## src/rtl/down_timer_pkg.sv

```systemverilog
// Shared constants for the down_timer block: FSM state encodings and default width.
package down_timer_pkg;

    localparam int DEFAULT_WIDTH = 4;

    localparam logic [1:0] IDLE = 2'd0;
    localparam logic [1:0] RUN  = 2'd1;
    localparam logic [1:0] DONE = 2'd2;

endpackage

```

## src/rtl/down_timer.sv

```systemverilog
// Loadable down-counter with a terminal-count pulse and optional auto-reload.
// All outputs come straight from flops or from the registered state.
module down_timer
    import down_timer_pkg::*;
#(
    parameter int WIDTH = DEFAULT_WIDTH
)
(
    input  logic             clk,
    input  logic             rst,
    input  logic             ld,
    input  logic [WIDTH-1:0] ldvalue,
    input  logic             en,
    input  logic             auto_reload,
    output logic [WIDTH-1:0] dout,
    output logic             tc,
    output logic             busy,
    output logic             done
);

    // Declaration initialisers match the reset values so simulation starts in IDLE.
    logic [1:0]       state  = IDLE;
    logic [WIDTH-1:0] count  = '0;
    logic [WIDTH-1:0] reload = '0;
    logic             tc_q   = 1'b0;

    always_ff @(posedge clk) begin
        if (rst) begin
            state  <= IDLE;
            count  <= '0;
            reload <= '0;
            tc_q   <= 1'b0;
        end else if (ld) begin
            count  <= ldvalue;
            reload <= ldvalue;
            state  <= (ldvalue != '0) ? RUN : DONE;
            tc_q   <= 1'b0;
        end else begin
            tc_q <= 1'b0;
            case (state)
                RUN: begin
                    if (en) begin
                        // Terminal event intercepts count==1, so the decrement never wraps.
                        if (count == WIDTH'(1)) begin
                            tc_q <= 1'b1;
                            if (auto_reload) begin
                                count <= reload;
                            end else begin
                                count <= '0;
                                state <= DONE;
                            end
                        end else begin
                            count <= count - WIDTH'(1);
                        end
                    end
                end
                IDLE, DONE: begin
                    state <= state;
                end
                default: begin
                    state <= IDLE;
                    count <= '0;
                end
            endcase
        end
    end

    assign dout = count;
    assign tc   = tc_q;
    assign busy = (state == RUN);
    assign done = (state == DONE);

endmodule

```

## config.mk

```make
export PLATFORM = sky130hd
export DESIGN_NAME = down_timer
export DESIGN_NICKNAME = d
export VERILOG_FILES = /design/src/rtl/down_timer_pkg.sv /design/src/rtl/down_timer.sv
export SDC_FILE = /design/constraint.sdc
export NUM_CORES = 1
export LEC_CHECK = 0
export CAP_MARGIN = 20
export CORE_AREA = 2 2 46 48
export DETAILED_ROUTE_END_ITERATION = 16
export DIE_AREA = 0 0 48 50
export REMOVE_ABC_BUFFERS = 1
export SLEW_MARGIN = 0
export SYNTH_ARGS = -nofsm -noshare
export SYNTH_HDL_FRONTEND = slang
export SYNTH_SLANG_ARGS = --single-unit
export TNS_END_PERCENT = 30
```

## constraint.sdc

```tcl
create_clock -name clk -period 1.6 [get_ports clk]
set_clock_uncertainty 0.1 [all_clocks]
set_input_delay 0.32 -clock clk [delete_from_list [all_inputs] [get_ports clk]]
set_output_delay 0.32 -clock clk [all_outputs]
set_load 0.03 [all_outputs]
```

# --- After elaboration in Yosys (flattened, before gate mapping) ---
# Index checks and enable logic that the tools add are counted.
classes:
  n_addsub: 1
  muxes: 12
  reduce_logical: 6
  eq_ne: 7
  bitwise_logic: 2
ops:
  columns: ["op", "count"]
  rows:
  - ["$mux W4", 4]
  - ["$mux W2", 5]
  - ["$pmux W4 S2", 1]
  - ["$ne A3 B3 Y1 const B", 2]
  - ["$eq A4 B1 Y1 const B", 1]
  - ["$pmux W2 S2", 1]
  - ["$reduce_and A4 Y1", 1]
  - ["$reduce_bool A4 Y1", 1]
  - ["$reduce_or A4 Y1", 1]
  - ["$sub A4 B1 Y4 const B", 1]
  - ["$ne A3 B2 Y1 const B", 1]
  - ["$eq A2 B1 Y1 const B", 1]
  - ["$eq A2 B2 Y1 const B", 1]
  - ["$logic_not A2 Y1", 1]
  - ["$ne A2 B2 Y1 const B", 1]
  - ["$not A1 Y1", 2]
  - ["$reduce_and A2 Y1", 1]
  - ["$reduce_or A2 Y1", 1]
  - ["$mux W1", 1]
totals:
  out_inout_bits: 7
  ff_bits: 11
  elab_cells: 32
  in_bits: 9

# --- Longest topological paths before layout ---
depth:
  depth_word: 5
  mapped_depth: 5
  mapped_depth_nobuf: 5

# --- Worst setup path before layout ---
# OpenSTA, ideal clock, no wires.
synth_path:
  kind: "register to register"
  from: "register count[0], in the netlist dout[0]"
  to: "register state[0]"
  stages_incl_launch_ff: 5
  slack_ps: -149
  t_arrival_ps: 1513
  synth_period_minus_slack_ps: 1749
  setup_ps: 135
  required_ps: 1365
  n_path_buf: 0
  path_cell_list: "dfxtp_1 ha_1 or4b_4 o211ai_2 a21oi_1"
synth_via:
  elab_chain_cells: 3
synth_lines:
  columns: ["element", "line_no", "source"]
  rows:
  - ["start: declaration", "down_timer.sv:23", "logic [WIDTH-1:0] count = '0;"]
  - ["start signal: assignment", "down_timer.sv:34", "count <= ldvalue;"]
  - ["start signal: assignment", "down_timer.sv:47", "count <= reload;"]
  - ["start signal: assignment", "down_timer.sv:53", "count <= count - WIDTH'(1);"]
  - ["$eq A4 B1 Y1", "down_timer.sv:44", "if (count == WIDTH'(1)) begin"]
  - ["$ne A3 B2 Y1 (no line)", null, null]
  - ["$reduce_and A4 Y1 (no line)", null, null]
  - ["end signal: assignment", "down_timer.sv:36", "state <= (ldvalue != '0) ? RUN : DONE;"]
  - ["end signal: assignment", "down_timer.sv:58", "state <= state;"]
  - ["end: declaration", "down_timer.sv:22", "logic [1:0] state = IDLE;"]
# Every way passes these cells.
# A chain may end at the register's enable or synchronous reset.

# --- Worst setup path after layout ---
layout_path:
  from: "register state[0]"
  to: "output port busy"
layout_via:
  elab_chain_cells: 1
layout_lines:
  columns: ["element", "line_no", "source"]
  rows:
  - ["$eq A2 B1 Y1", "down_timer.sv:70", "assign busy = (state == RUN);"]
  - ["end: declaration", "down_timer.sv:17", "output logic busy,"]
# Every way passes these cells.

==> reports/qor.yml <==
max-clock-path-buffers: 2
ys_seq_area_share_pct: 35.6
n_fill_cell: 181
drv_slew: 0
grt_pass1_wl_um: 2280
gp_congestion: 0.816
grt_pass1_vias: 559
synth_compound_area_share_pct: 22.7
drive_gt1_share_pct: 25.8
ir_drop_mv: 0.310
cp.required_ps: 1180
critPathCaptureType: "primary output"
gr-total-overflow: 0
ys_ff_latch: 11
crit_fanout: 4
leakagePower_nw: 0.390
die_h_um: 50
critPathKind: "flip-flop to primary output"
cellPowerDensity_mw_per_mm2: 748
rsz0062_at_grt: "true"
synth_xor_area_share_pct: 0
die_w_um: 48
viasPerCell: 5.06
grtUsageTotal_pct: 13.2
vias: 627
period_share_pct: 96.7
yosysTopAreaCell: "dfxtp_1"
async_flop_share_pct: 0
cts_setup_buffers: 0
synth-edff-count: 0
synth_area_um2: 618
start_kind: "flip-flop"
setup_viol_count_final: 0
period_needed_ps: 1550
rows: 16
start_util_pct: 32.5
min_path_type: "flip-flop to flip-flop"
synth_most_common_cell: "dfxtp_1"
post-place-ws_ps: -98.5
core_area_mm2: 0.00190
status: "finished, final reports clean"
grt_antenna_before_repair: 0
fmaxAchievable_ghz: 0.647
wl_per_cell_um: 11.4
routed_wl_um: 1410
slew_headroom_pct: 68.2
synth_top_area_share_pct: 35.6
synthAdderAreaFrac_pct: 4.05
synth.area.mux_share_pct: 6.48
cts_sinks: 11
arrival_ps: 1130
drv_cap: 0
cts_made_buffers: 3
pin_count: 16
hold_viol: 0
area_delta_synth_final_pct: 45.1
postRouteAntennaNets: 0
tritoncts: "yes"
layout_setup_ws_ps: 53.6
dieArea_mm2: 0.00240
synthSimpleGateAreaFrac_pct: 24.3
ys_warn_count: 0
synthFlopType: "dfxtp_1"
clock_latency_ps: 270
synth_cell_types: 30
portBuffers: 15
synth_common_cells: "dfxtp_1, inv_1, nor2_1"
cts_hold_buffers: 0
htree_levels: 1
grt_max_degree: 10
diodes: 0
drt_iter0_drc: 10
drc_errors: 0
finalSetupTns_ps: 0
synth_top_family_by_area: "simple AND/OR/NAND/NOR gates"
ys_top_cells_by_area: "dfxtp_1, mux2i_1, a31oi_1"
layout.nets: 109
syn_avg_cell_area_um2: 9.09
tightest_slew_ps: 472
clk_pin_slew_ps: 70
drt_pass1_iterations: 4
place_hpwl_um: 1100
clock-root-buffer: "clkbuf_4"
synthCells: 68
## report_power, final
| group | internal [mW] | leakage, nW | switching, mW | total [mW] |
|---|---|---|---|---|
| registers | 0.290 | 0.0910 | 0.0113 | 0.301 |
| logic | 0.0917 | 0.284 | 0.0877 | 0.179 |
| clock network | 0.0965 | 0.0150 | 0.0940 | 0.191 |
## kinds of logic (layout without fill, tap and decap cells)
kind of cell	after synthesis	after routing
muxes	4	4
buffers and inverters	9	38
AOI/OAI and AO/OA	19	19
and+or+nand+nor	23	23
adders and majority gates	2	2
DFF	11	11
## worst max-delay path: stages, from the launching register on
cell,delay (ps)
dfxtp_1,370
nor2b_1,270
buf_4,210
## flip-flops by register name, summed over array words and instances, names as in the netlist
signal	count
reload	4
tc	1
state	2
dout	4
## worst paths after layout
kind / start / cells after the start / slack [ps] / to
worst max-delay path: state[0]$_SDFFE_PP0P_ / 2 / 50 / busy
worst min-delay path: reload[2]$_SDFFE_PP0P_ / 2 / 410 / reload[2]$_SDFFE_PP0P_
worst max register to register: dout[1]$_SDFFE_PP0P_ / 5 / 60 / dout[0]$_SDFFE_PP0P_
worst min register to register: reload[2]$_SDFFE_PP0P_ / 2 / 410 / reload[2]$_SDFFE_PP0P_
## metal layers
| metal | vias up | wire length [um] | GRT usage (%) |
|---|---|---|---|
| li1 | 311 | - | - |
| met1 | 299 | 656 | 17.0 |
| met2 | 15 | 680 | 20.2 |
| met3 | 2 | 61 | 2.20 |
| met4 | 0 | 14 | 6.76 |
| met5 | - | 0 | 0 |
## final cells by class
type / count / area, um^2 / share of cell area (%)
repair buffers: 28 / 235 / 26.2
flip-flops and latches: 11 / 221 / 24.7
well taps: 27 / 33.8 / 3.77
inverters: 6 / 22.5 / 2.51
multi-input cells: 48 / 358 / 39.9
clock buffers: 4 / 26.3 / 2.93
## cell usage in the layout (no fill, tap or decap), types with 2 or more instances in the layout
cell and n:
a21oi_1 3, a311oi_1 2, a31oi_1 4, and2_1 4, buf_4 16, clkbuf_4 3
clkdlybuf4s50_1 8, dfxtp_1 10, dlygate4sd2_1 4, inv_1 6, mux2i_1 4, nand2_1 2
nand2b_1 2, nor2_1 6, nor2b_1 2, o22ai_1 2, o32ai_1 2
## what timing repair did
item                       in CTS  in global routing
pin swaps                       0                  1
resized for setup               4                  2
setup endpoints to repair       4                  5
## per-stage QoR
stage                     instances  total power, mW  hold slack, ps  utilization, %  area, um^2
after floorplan                  65            0.400             289               -         598
after global placement          120            0.489             384            45.9         872
after detailed placement        120            0.489             389            45.9         872
after CTS                       124            0.676             407            47.0         893
after global routing            124            0.708             438            47.2         897
final                           124            0.671             410            47.2         897
Note: power is estimated with default switching activity, not from simulation.
